### src/rtl/minisrc_bus_pkg.sv
// Shared constants and helpers for the minisrc bus muxes.
package minisrc_bus_pkg;

  localparam int unsigned ARB_MODE_RR       = 0;
  localparam int unsigned ARB_MODE_FIXED    = 1;
  localparam int unsigned BUS_WIDTH_DEFAULT = 32;

  // Ceiling log2, used to size source-index fields.
  function automatic int unsigned clog2(input int unsigned n);
    int unsigned r;
    r = 0;
    for (int unsigned i = 0; i < 32; i++) begin
      if ((32'd1 << i) < n) r = i + 1;
    end
    return r;
  endfunction

endpackage

### src/rtl/rr_arbiter.sv
// Round-robin / fixed-priority arbiter with one-hot grant.
// Optional burst lock enabled by macro ARB_BUS_MUX_LOCK_EN.
module rr_arbiter
  import minisrc_bus_pkg::*;
#(
  parameter int unsigned N_IN = 4,
  parameter int unsigned MODE = ARB_MODE_RR
) (
  input  logic            clk,
  input  logic            rst_n,
  input  logic [N_IN-1:0] req,
  input  logic            advance,
`ifdef ARB_BUS_MUX_LOCK_EN
  input  logic            last,
`endif
  output logic [N_IN-1:0] grant
);

  localparam int unsigned SRC_W = clog2(N_IN);

  logic [SRC_W-1:0] ptr;
  logic [SRC_W-1:0] ptr_next;
  logic [SRC_W-1:0] ptr_inc;
  logic [SRC_W-1:0] start;
  logic [SRC_W-1:0] gidx;
  logic             found;
  int unsigned      idx;

`ifdef ARB_BUS_MUX_LOCK_EN
  typedef enum logic {ST_OPEN, ST_LOCKED} lock_state_t;
  lock_state_t      state;
  lock_state_t      state_next;
  logic [SRC_W-1:0] lock_src;
  logic [SRC_W-1:0] lock_src_next;
`endif

  // First requester at or after the start index, wrapping modulo N_IN.
  always_comb begin : search
    start = (MODE == ARB_MODE_FIXED) ? '0 : ptr;
    gidx  = '0;
    found = 1'b0;
    idx   = 0;
    for (int unsigned i = 0; i < N_IN; i++) begin
      idx = 32'(start) + i;
      if (idx >= N_IN) idx = idx - N_IN;
      if (!found && req[SRC_W'(idx)]) begin
        found = 1'b1;
        gidx  = SRC_W'(idx);
      end
    end
`ifdef ARB_BUS_MUX_LOCK_EN
    // A locked burst owner is the only candidate, even while it is idle.
    if (state == ST_LOCKED) begin
      gidx  = lock_src;
      found = req[lock_src];
    end
`endif
    grant = found ? (N_IN'(1) << gidx) : '0;
  end

  assign ptr_inc = (gidx == SRC_W'(N_IN - 1)) ? '0 : gidx + 1'b1;

  always_comb begin : next_state
    ptr_next = ptr;
`ifdef ARB_BUS_MUX_LOCK_EN
    state_next    = state;
    lock_src_next = lock_src;
    if (advance) begin
      if (!last) begin
        state_next    = ST_LOCKED;
        lock_src_next = gidx;
      end else begin
        state_next = ST_OPEN;
        ptr_next   = ptr_inc;
      end
    end
`else
    if (advance) ptr_next = ptr_inc;
`endif
    if (MODE == ARB_MODE_FIXED) ptr_next = '0;
  end

  always_ff @(posedge clk) begin : state_reg
    if (!rst_n) begin
      ptr <= '0;
`ifdef ARB_BUS_MUX_LOCK_EN
      state    <= ST_OPEN;
      lock_src <= '0;
`endif
    end else begin
      ptr <= ptr_next;
`ifdef ARB_BUS_MUX_LOCK_EN
      state    <= state_next;
      lock_src <= lock_src_next;
`endif
    end
  end

endmodule

### src/rtl/arb_bus_mux.sv
// N-input bus mux with valid/ready handshake, built-in arbitration and a registered output.
// Macro ARB_BUS_MUX_LOCK_EN adds in_last and burst locking.
module arb_bus_mux
  import minisrc_bus_pkg::*;
#(
  parameter  int unsigned WIDTH = BUS_WIDTH_DEFAULT,
  parameter  int unsigned N_IN  = 4,
  parameter  int unsigned MODE  = ARB_MODE_RR,
  localparam int unsigned SRC_W = clog2(N_IN)
) (
  input  logic                  clk,
  input  logic                  rst_n,
  input  logic [N_IN*WIDTH-1:0] in_data,
  input  logic [N_IN-1:0]       in_valid,
  output logic [N_IN-1:0]       in_ready,
`ifdef ARB_BUS_MUX_LOCK_EN
  input  logic [N_IN-1:0]       in_last,
`endif
  output logic [WIDTH-1:0]      out_data,
  output logic [SRC_W-1:0]      out_src,
  output logic                  out_valid,
  input  logic                  out_ready
);

  logic [N_IN-1:0]  grant;
  logic             accept;
  logic             take;
  logic [WIDTH-1:0] chan [N_IN];
  logic [WIDTH-1:0] sel_data;
  logic [SRC_W-1:0] sel_src;

  for (genvar g = 0; g < N_IN; g++) begin : g_chan
    assign chan[g] = in_data[g*WIDTH +: WIDTH];
  end

  // Output register can take a beat when empty or draining this cycle.
  assign accept   = ~out_valid | out_ready;
  assign take     = rst_n & accept & (|grant);
  assign in_ready = take ? grant : '0;

  always_comb begin : select
    sel_data = '0;
    sel_src  = '0;
    for (int unsigned i = 0; i < N_IN; i++) begin
      if (grant[SRC_W'(i)]) begin
        sel_data = chan[SRC_W'(i)];
        sel_src  = SRC_W'(i);
      end
    end
  end

  rr_arbiter #(
    .N_IN (N_IN),
    .MODE (MODE)
  ) u_arb (
    .clk     (clk),
    .rst_n   (rst_n),
    .req     (in_valid),
    .advance (take),
`ifdef ARB_BUS_MUX_LOCK_EN
    .last    (|(in_last & grant)),
`endif
    .grant   (grant)
  );

  always_ff @(posedge clk) begin : out_stage
    if (!rst_n) begin
      out_data  <= '0;
      out_src   <= '0;
      out_valid <= 1'b0;
    end else if (take) begin
      out_data  <= sel_data;
      out_src   <= sel_src;
      out_valid <= 1'b1;
    end else if (out_ready) begin
      out_valid <= 1'b0;
    end
  end

endmodule

### config.mk
export PLATFORM = sky130hd
export DESIGN_NAME = arb_bus_mux
export DESIGN_NICKNAME = d
export VERILOG_FILES = /design/src/rtl/minisrc_bus_pkg.sv /design/src/rtl/rr_arbiter.sv /design/src/rtl/arb_bus_mux.sv
export SDC_FILE = /design/constraint.sdc
export NUM_CORES = 1
export LEC_CHECK = 0
export BUFFER_PORTS_ARGS = -buffer_cell sky130_fd_sc_hd__buf_2
export CAP_MARGIN = 5
export CORE_ASPECT_RATIO = 1.4
export CORE_MARGIN = 4
export CORE_UTILIZATION = 42
export DETAILED_ROUTE_END_ITERATION = 8
export HOLD_SLACK_MARGIN = 0.05
export PLACE_DENSITY = 0.78
export SLEW_MARGIN = 20
export SYNTH_ARGS = -nofsm -noshare
export SYNTH_HDL_FRONTEND = slang
export SYNTH_SLANG_ARGS = --single-unit
### constraint.sdc
create_clock -name clk -period 3.1 [get_ports clk]
set_input_delay 0.465 -clock clk [delete_from_list [all_inputs] [get_ports clk]]
set_output_delay 0.465 -clock clk [all_outputs]
set_load 0.02 [all_outputs]
Word level (Yosys, flattened, before mapping):

Cells that the tools add are included.

* $add $sub $neg: 8
* magnitude comparators: 8
* equality and inequality tests: 1
* shift-type cells: 1
* mux-type cells: 32
* bitwise operators: 4
* reductions and logical operators: 8

Operator list (number)
* $mux 32: 4
* $mux 2: 11
* $lt 2x3->1 const B: 4
* $mux 1: 11
* $ge 3x3->1 const B: 3
* $bmux 1 s2: 4
* $mux 4: 2
* $sub 2x1->2 const B: 4
* $add 2x2->3 const B: 2
* $reduce_or 4->1: 1
* $shl 1x2->4 const A: 1
* $add 2x1->3 const B: 1
* $ge 2x3->1 const B: 1
* $logic_and 1x1->1: 3
* $logic_not 1->1: 3
* $add 2x1->2 const B: 1
* $and 1x1->1: 2
* $eq 2x2->1 const B: 1
* $reduce_bool 2->1: 1
* $not 1->1: 1
* $or 1x1->1: 1

* flip-flop bits (word level): 37
* input port bits: 135
* logic and storage cells: 66

Logic depth before layout (Yosys ltp):

Gate-level depths: netlist (run 1).

* depth after elaboration: 20
* gate-level depth with buffers: 10
* gate-level depth less buffers: 9

By module:

From an unflattened synthesis (run 1), not the netlist that was laid out.

* cell total of the unflattened synthesis: 249
* area, all modules: 2666.3 um^2

By module, submodules not included
* arb_bus_mux: times used 1, cells an instance 218, area an instance 2399.8 um^2
* rr_arbiter: times used 1, cells an instance 31, area an instance 266.5 um^2

Least setup slack after synthesis (run 1):

OpenSTA, ideal clock, no wires.

* path kind: input port to output port
* from: input in_valid[2]
* to: output in_ready[1]
* arrival: 1.967 ns
* slack: 0.668 ns
* cell stages on the path: 7
* path buffers: 2
* path through: mux2i_1 -> nor2_1 -> nor3_1 -> ha_1 -> buf_1 -> clkbuf_1 -> and3_1

* cells in the longest elaborated chain, start to end: 17

Ends and longest elaborated chain
* start, declared: RTL line arb_bus_mux.sv:14 `input logic [N_IN-1:0] in_valid,`
* $bmux 1 s2: RTL line rr_arbiter.sv:46 `if (!found && req[SRC_W'(idx)]) begin`
* $mux 1 (not written as such): RTL line rr_arbiter.sv:46
* $mux 1: RTL line rr_arbiter.sv:46
* $logic_not 1->1: RTL line rr_arbiter.sv:46
* $logic_and 1x1->1: RTL line rr_arbiter.sv:46
* $mux 1: RTL line rr_arbiter.sv:46
* $logic_not 1->1: RTL line rr_arbiter.sv:46
* $logic_and 1x1->1: RTL line rr_arbiter.sv:46
* $mux 1: RTL line rr_arbiter.sv:46
* $logic_not 1->1: RTL line rr_arbiter.sv:46
* $logic_and 1x1->1: RTL line rr_arbiter.sv:46
* $mux 2: RTL line rr_arbiter.sv:46
* $shl 1x2->4: RTL line rr_arbiter.sv:58 `grant = found ? (N_IN'(1) << gidx) : '0;`
* $mux 4 *: RTL line rr_arbiter.sv:58
* $reduce_or 4->1: RTL line arb_bus_mux.sv:38 `assign take = rst_n & accept & (|grant);`
* $and 1x1->1: RTL line arb_bus_mux.sv:38
* $mux 4 *: RTL line arb_bus_mux.sv:39 `assign in_ready = take ? grant : '0;`
* end, declared: RTL line arb_bus_mux.sv:15 `output logic [N_IN-1:0] in_ready,`

Mark *: on every way between the ends. The rest lies on a longest branch, timed or not. The select of a mux whose other input is x is not followed.

Worst setup path after layout (run 1):

* from: register u_arb.ptr[1]
* to: output in_ready[1]

* cells in the longest elaborated chain, start to end: 19

Ends and longest elaborated chain
* start, declared: RTL line rr_arbiter.sv:21 `logic [SRC_W-1:0] ptr;`
* start signal, assigned: RTL line rr_arbiter.sv:91 `ptr <= ptr_next;`
* parallel branches: the longest is 15 deep, another holds $add 2x1->3
* $mux 4 *: RTL line rr_arbiter.sv:58
* $reduce_or 4->1: RTL line arb_bus_mux.sv:38
* $and 1x1->1: RTL line arb_bus_mux.sv:38
* $mux 4 *: RTL line arb_bus_mux.sv:39

Every way passes the cells marked *. The select of a mux whose other input is x is not followed.

==> results_dict.tcl, run 1 <==
set metrics [dict create \
    setup_viol 0 \
    dp_hpwl_um 5960 \
    die_area_um2 7360 \
    min_path_type "reg2reg" \
    vias 2758 \
    fin_crit_sh_pct 91.8 \
    timing.fmax_mhz 352 \
    wl_per_cell_um 16.9 \
    chipWidth_um 73.7 \
    worstMarginPinSlew_ns 0.649 \
    clock_sinks 37 \
    clkLatencyLatePin_ns 0.28 \
    netlist_instances 245 \
    holdWs_ns 0.466 \
    r2r.worst_path.cells 8 \
    cap_violations 0 \
    path_clk_slew_ns 0.08 \
    ys_seq_area_share_pct 29.2 \
    critPathMaxFanout 35 \
    syn-cell-area_um2 2530 \
    cts_buffers 5 \
    drt-initial-drc-count 151 \
    cts_hold_buf 0 \
    cts_root_buffer "clkbuf_8" \
    yosysUniqueCellTypes 36 \
    status "complete, no violations" \
    drt_first_pass_iters 4 \
    required_ns 2.63 \
    ios 174 \
    worstPathArrival_ns 2.38 \
    syn_to_final_growth_pct 35.2 \
    power.leakage_nw 1.52 \
    antenna_cells 0 \
    final_cells 471 \
    post-place-ws_ns 0.364 \
    yosys_warnings 0 \
    synth-main-ff-cell "dfxtp_1" \
    die_h_um 99.9 \
    rsz0062_at_grt "no" \
    synthArstFlopShare_pct 0 \
    drtAntennaViolNets 0 \
    via_per_inst 5.86 \
    htree_levels 2 \
    numPortBuffers 173 \
    critPathKind "reg2out" \
    finalHoldViolations 0 \
    grt.overflow.total 0 \
    gr-usage-all-layers_pct 20.5 \
    synth-edff-count 0 \
    r2r_slack_ns 0.44 \
    end_kind "output port" \
    finalWirelength_um 7950 \
    worst_slack_ns 0.255 \
    skew_ns 0.0100 \
    crit_path_start_kind "register" \
    setup_tns_ns 0 \
    maxSlewViolCount 0 \
    globalplace.congestion 0.810 \
    placementRows 33 \
    cts_tree "done" \
    initial_utilization_pct 43.2 \
    synth_seq_cells 37 \
    worst_r2r_startpoint "u_arb.ptr[1]" \
    endpoint "in_ready[1]" \
    finalPower_mw 1.70 \
    crit_start "u_arb.ptr[1]" \
    slew_headroom_pct 56.5 \
    clockBufferDepth 2 \
    remaining_drc_errors 0 \
    synth_nets 384 \
    final_nets 539 \
    grt_pass1_vias 2533 \
    core-area_um2 5860 \
    antenna_found_initial 0 \
    worstReg2RegEnd "out_data[21]" \
    ir_drop_mv 0.279 \
    place_inst 463 \
    powerDensity_nw_per_um2 497 \
    cts_setup_buffers 0 \
    grt_pass1_wl_um 12000 \
    drive_gt1_share_pct 62.8 \
    synth_area_per_cell_um2 10.3 \
    grt_max_degree 41 \
    cts-resized-gates 0 \
    min_period_ns 2.84 \
]
sequential cells by signal, summed over array words and instances (netlist names):
name and flops:
out_valid 1, out_src 2, out_data 32, u_arb.ptr 2
cell families after synthesis:
| group | synth area share, % |
|---|---|
| compound gates | 47.2 |
| fa+ha+maj | 1.97 |
| buf+inv | 8.69 |
| flops | 29.2 |
| mux | 0.395 |
| simple gates | 12.5 |
worst min path at each step:
stage / startpoint / to / slack (ns) / cells past startpoint
final: out_data[30] / out_data[30] / 0.47 / 2
after global routing: out_data[30] / out_data[30] / 0.48 / 2
after CTS: out_data[30] / out_data[30] / 0.47 / 2
after detailed placement: out_data[30] / out_data[30] / 0.46 / 2
after global placement: out_data[30] / out_data[30] / 0.45 / 2
after floorplan: u_arb.ptr[1] / u_arb.ptr[1] / 0.49 / 2
critical path: stages, from the launching register on:
cell	delay, ns
dfxtp_1	0.43
mux2i_1	0.23
nor2_1	0.06
nor3_1	0.39
ha_1	0.26
buf_4	0.34
and3_1	0.22
buf_2	0.16
cells in the mapped netlist (4+ instances only):
cell type,n,area (um2)
a21oi_1,6,30.0
a221oi_1,31,272
and3_1,4,25.0
buf_2,8,40.0
buf_4,5,37.5
clkbuf_1,15,56.3
dfxtp_1,37,741
ha_1,4,50.1
nand2_1,6,22.5
nand3_1,32,160
nor2_1,4,15.0
o221ai_2,29,435
o31ai_2,29,363
layout by cell type, fill, tap and decap left out, drive strengths merged, types with 2 or more instances in the layout:
cell type	count
a221oi	31
nor2	4
nand2b	3
clkinv	2
a21boi	2
o21ai	5
dfxtp	37
nand3	32
clkbuf	6
and3	4
o31ai	31
o221ai	32
a21oi	6
buf	181
ha	4
nand2	8
inv	3
stage by stage:
step	cell area, um2	utilization (%)
detailed placement	3340	57.0
floorplan	2530	-
CTS	3430	58.5
global placement	3340	57.0
global route	3430	58.5
finish	3430	58.5
report_power, final:
group,internal (mW),switching [mW]
sequential,0.558,0.0413
clock,0.156,0.169
combinational,0.310,0.469
per-layer routing:
metal,track usage (%),wire (um),vias up
li1,-,-,1325
met1,24.2,2900,1299
met2,36.2,4250,123
met3,3.81,666,11
met4,6.97,136,0
met5,0,0,-
area by class of cell:
| type | instances | area (um2) |
|---|---|---|
| Clock buffer | 6 | 72.6 |
| Clock inverter | 2 | 10.0 |
| Fill cell | 529 | 2440 |
| Inverter | 3 | 11.3 |
| Multi-Input combinational cell | 172 | 1580 |
| Sequential cell | 37 | 741 |
| Tap cell | 70 | 87.6 |
| Timing Repair Buffer | 181 | 926 |
(Power assumes the default switching activity.)
==> inputs of run 2 (changes only) <==
--- a/config.mk
+++ b/config.mk
@@ -11,6 +11,7 @@
 export CORE_MARGIN = 4
 export CORE_UTILIZATION = 42
 export DETAILED_ROUTE_END_ITERATION = 8
+export GPL_TIMING_DRIVEN = 0
 export HOLD_SLACK_MARGIN = 0.05
 export PLACE_DENSITY = 0.78
 export SLEW_MARGIN = 20
==> run 2 against run 1 <==
Final cell count increased by 5.1%; combinational power up 7.2%; utilization increased by 2.5 points; global-route usage increased by 1.9 points; clock skew is 0.0052 ns lower; critical path depth up 1; setup slack got worse by 0.028 ns; via count rose by 5.1%; worst hold slack better by 0.00097 ns; die area is the same.
==> results_dict.tcl, run 2 (synthesis results as in run 1) <==
set metrics [dict create \
    end_kind "output port" \
    antenna_found_initial 0 \
    finish.utilization_pct 60.9 \
    crit_path_start_kind "register" \
    wl_per_cell_um 17.3 \
    drive_gt1_share_pct 61.2 \
    worstMarginPinSlew_ns 0.517 \
    design_area_um2 3570 \
    worst_r2r_startpoint "u_arb.ptr[1]" \
    dp_hpwl_um 6770 \
    die_area_um2 7360 \
    power.leakage_nw 1.59 \
    numPortBuffers 172 \
    worstReg2RegEnd "out_data[9]" \
    slew_headroom_pct 65.5 \
    maxSlewViolCount 0 \
    placementRows 33 \
    cap_violations 0 \
    clockBufferDepth 2 \
    remaining_drc_errors 0 \
    p_int_mw 1.05 \
    power.switching_uw 708 \
    clkPwrFrac_pct 18.5 \
    grt_pass1_wl_um 13000 \
    rsz0062_at_grt "no" \
    finalWirelength_um 8580 \
    cts_setup_buffers 0 \
    syn_to_final_growth_pct 40.9 \
    via_per_inst 5.86 \
    vias 2900 \
    status "complete, no violations" \
    largestRegisters "out_data x32, out_src x2, u_arb.ptr x2" \
    holdWs_ns 0.467 \
    clock_sinks 37 \
    mostFrequentLayoutCells "buf_2, dfxtp_1, nand3_1, a221oi_1" \
    holdPathStages 2 \
    critPathKind "reg2out" \
    clkLatencyLatePin_ns 0.28 \
    drtAntennaViolNets 0 \
    worstPathArrival_ns 2.41 \
    globalplace.congestion 0.813 \
    cts_buffers 5 \
    chipWidth_um 73.7 \
    cts_root_buffer "clkbuf_8" \
    required_ns 2.63 \
    skew_ns 0.00483 \
    combPwrFrac_pct 47.5 \
    htree_levels 2 \
    core-area_um2 5860 \
    timing.fmax_mhz 348 \
    p_seq_share_pct 34.0 \
    ir_drop_mv 0.264 \
    path_clk_slew_ns 0.07 \
    gr-usage-all-layers_pct 22.3 \
    ios 174 \
    crit_start "u_arb.ptr[1]" \
    post_dp_cell_area_um2 3480 \
    antenna_cells 0 \
    powerDensity_nw_per_um2 492 \
    r2r.worst_path.cells 9 \
    cts_tree "done" \
    largest-register "out_data" \
    power_switching_share_pct 40.3 \
    grt.overflow.total 0 \
    drt-initial-drc-count 103 \
    finalHoldViolations 0 \
    drt_first_pass_iters 4 \
    endpoint "in_ready[1]" \
    setup_tns_ns 0 \
    initial_utilization_pct 43.2 \
    cts_hold_buf 0 \
    fin_crit_sh_pct 92.7 \
    min_period_ns 2.87 \
    grt_pass1_vias 2832 \
    largest_register_ff_count 32 \
    final_nets 563 \
    critPathMaxFanout 10 \
    setup_viol 0 \
    die_h_um 99.9 \
    grt_max_degree 12 \
    min_path_type "reg2reg" \
    final_common_cell "buf_2" \
    r2r_slack_ns 0.36 \
]
run 2: stage by stage:
| stage | worst slack, ns | power, mW | instances |
|---|---|---|---|
| 2_1_floorplan | 0.668 | 1.16 | 245 |
| 4_1_cts | 0.0448 | 1.78 | 495 |
| 5_1_grt | 0.0255 | 1.87 | 495 |
| 6_report | 0.227 | 1.76 | 495 |
| 3_5_place_dp | 0.107 | 1.44 | 487 |
| 3_3_place_gp | 0.136 | 1.42 | 487 |
run 2: layout make-up:
class | instances | area [um2]
flip-flops and latches | 37 | 741
inverters | 3 | 11.3
multi-input cells | 172 | 1580
repair buffers | 172 | 861
fillers | 519 | 2290
clock buffers | 6 | 72.6
well taps | 70 | 87.6
clock inverters | 2 | 10.0
plain buffers | 33 | 210
run 2: worst min-delay path by stage:
stage | to | slack, ns | from
2_1_floorplan | u_arb.ptr[1] | 0.49 | u_arb.ptr[1]
3_3_place_gp | out_data[30] | 0.45 | out_data[30]
3_5_place_dp | out_data[30] | 0.46 | out_data[30]
4_1_cts | out_data[30] | 0.47 | out_data[30]
5_1_grt | out_data[30] | 0.49 | in_data[94]
6_report | out_data[30] | 0.47 | out_data[30]
run 2: what timing repair did:
item	4_1_cts	5_1_grt
setup endpoints to repair	1	1
pin swaps	0	0
resized for setup	1	1
run 2: worst max-delay path: stages (launching register included):
cell	delay (ns)
dfxtp_1	0.44
mux2i_1	0.21
nor2_1	0.06
nor3_2	0.27
ha_1	0.19
buf_1	0.30
clkbuf_2	0.30
and3_1	0.18
buf_2	0.16
run 2: power groups by stage:
stage | combinational, mW | sequential [mW] | clock (mW)
2_1_floorplan | 0.453 | 0.705 | 0
5_1_grt | 0.904 | 0.607 | 0.356
6_report | 0.835 | 0.598 | 0.325
3_3_place_gp | 0.818 | 0.606 | 0
3_5_place_dp | 0.836 | 0.609 | 0
4_1_cts | 0.838 | 0.598 | 0.341
run 2: metal layers:
metal / track usage [%] / part of all wire [%] / vias to the layer above
met1: 24.8 / 37 / 1349
met2: 38.8 / 51 / 148
li1: - / - / 1380
met3: 6.01 / 9.0 / 23
met4: 9.90 / 2.6 / 0
met5: 0 / 0 / -
==> inputs of run 3 (changes only) <==
--- a/config.mk
+++ b/config.mk
@@ -5,7 +5,7 @@
 export SDC_FILE = /design/constraint.sdc
 export NUM_CORES = 1
 export LEC_CHECK = 0
-export BUFFER_PORTS_ARGS = -buffer_cell sky130_fd_sc_hd__buf_2
+export BUFFER_PORTS_ARGS = -buffer_cell sky130_fd_sc_hd__buf_4
 export CAP_MARGIN = 5
 export CORE_ASPECT_RATIO = 1.4
 export CORE_MARGIN = 4
==> run 3 against run 2 <==
Final cell count down 0.20%; maximum frequency rose by 1.9%; die area did not move; setup slack better by 0.054 ns; register-to-register slack improved by 0.02 ns.
==> results_dict.tcl, run 3 (synthesis results as in run 1) <==
set metrics [dict create \
    status "complete, no violations" \
    largestRegisters "out_data x32, out_src x2, u_arb.ptr x2" \
    cts_tree "done" \
    worstPathArrival_ns 2.35 \
    powerDensity_nw_per_um2 464 \
    place_inst 487 \
    clkLatencyLatePin_ns 0.28 \
    drive_gt1_share_pct 60.8 \
    drt_first_pass_iters 4 \
    ir_drop_mv 0.231 \
    largest_register_ff_count 32 \
    final_common_cell "buf_4" \
    fin_crit_sh_pct 90.9 \
    maxSlewViolCount 0 \
    finish.utilization_pct 68.2 \
    min_path_type "reg2reg" \
    grt_max_degree 11 \
    gr-usage-all-layers_pct 23.8 \
    worst_path_max_delay_cell "dfxtp_1" \
    final_cells 494 \
    setup_tns_ns 0 \
    post-place-ws_ns 0.0763 \
    seq_area_um2 741 \
    clockBufferDepth 2 \
    r2r.worst_path.cells 9 \
    ios 174 \
    remaining_drc_errors 0 \
    multi_input_area_um2 1580 \
    n_fill_cell 507 \
    grt_pass1_wl_um 13800 \
    crit_path_start_kind "register" \
    required_ns 2.63 \
    via_per_inst 5.79 \
    dp_hpwl_um 7020 \
    cts_setup_buffers 0 \
    finalHoldViolations 0 \
    worst_slack_ns 0.281 \
    vias 2858 \
    antenna_cells 0 \
    syn_to_final_growth_pct 57.7 \
    numPortBuffers 172 \
    worstMarginPinSlew_ns 0.534 \
    cts_root_buffer "clkbuf_8" \
    skew_ns 0.00516 \
    drt-initial-drc-count 112 \
    cap_violations 0 \
    chipWidth_um 73.7 \
    timing.fmax_mhz 355 \
    wl_per_cell_um 18.3 \
    final_nets 562 \
    mostFrequentLayoutCells "buf_4, dfxtp_1, nand3_1, a221oi_1" \
    die_area_um2 7360 \
    holdPathStages 2 \
    min_period_ns 2.82 \
    cts_buffers 5 \
    rsz0062_at_grt "no" \
    largest-register "out_data" \
    setup_viol 0 \
    htree_levels 2 \
    grt_pass1_vias 2908 \
    slew_headroom_pct 64.4 \
    core-area_um2 5860 \
    critPathKind "reg2out" \
    grt.overflow.total 0 \
    placementRows 33 \
    critPathMaxFanout 10 \
    path_cells "mux2i_1 > nor2_1 > nor3_2 > ha_1 > clkbuf_2 > and3_1 > buf_4" \
    antenna_found_initial 0 \
    finalPower_mw 1.86 \
    path_clk_slew_ns 0.07 \
    die_h_um 99.9 \
    cpPeakStageDelay_ns 0.43 \
    drtAntennaViolNets 0 \
    end_kind "output port" \
    finalWirelength_um 9050 \
    initial_utilization_pct 43.2 \
    globalplace.congestion 0.799 \
    power.leakage_nw 1.71 \
    clock_sinks 37 \
]
-- run 3: worst max-delay path, delay by kind of cell, from the launching register on --
family	cells	cell delay, ns
adders and majority gates	1	0.42
buffers and inverters	2	0.45
DFF	1	0.43
muxes	1	0.21
and+or+nand+nor	3	0.55
-- run 3: area by class of cell --
type | instances | area share, %
Inverter | 3 | 0.282
Timing Repair Buffer | 172 | 32.3
Clock buffer | 8 | 2.00
Buffer | 32 | 5.17
Sequential cell | 37 | 18.5
Multi-Input combinational cell | 172 | 39.5
Tap cell | 70 | 2.19
-- run 3: final timing paths --
kind | startpoint | end | slack [ns]
max | u_arb.ptr[1] | in_ready[1] | 0.28
min | out_data[13] | out_data[13] | 0.48
max reg2reg | u_arb.ptr[1] | out_data[11] | 0.38
min reg2reg | out_data[13] | out_data[13] | 0.48
-- run 3: what timing repair did --
item                       CTS  global route
setup endpoints to repair    1             1
hold endpoints to repair     0             0
hold buffers                 0             0
resized for setup            1             1
-- run 3: routing by layer --
layer  GRT usage [%]  part of all wire, %
met1            26.7                   36
met2            43.1                   53
met3            5.61                  8.0
met4            7.67                  2.6
met5               0                    0
-- run 3: stage by stage --
| step | hold slack [ns] | instance area, um2 |
|---|---|---|
| CTS | 0.481 | 4000 |
| global placement | 0.448 | 3910 |
| finish | 0.479 | 4000 |
| detailed placement | 0.471 | 3910 |
| floorplan | 0.493 | 2530 |
| global route | 0.497 | 4000 |
-- run 3: power breakdown --
group,switching [mW],internal [mW]
sequential,0.0446,0.558
combinational,0.499,0.426
clock,0.167,0.160
total,0.711,1.14
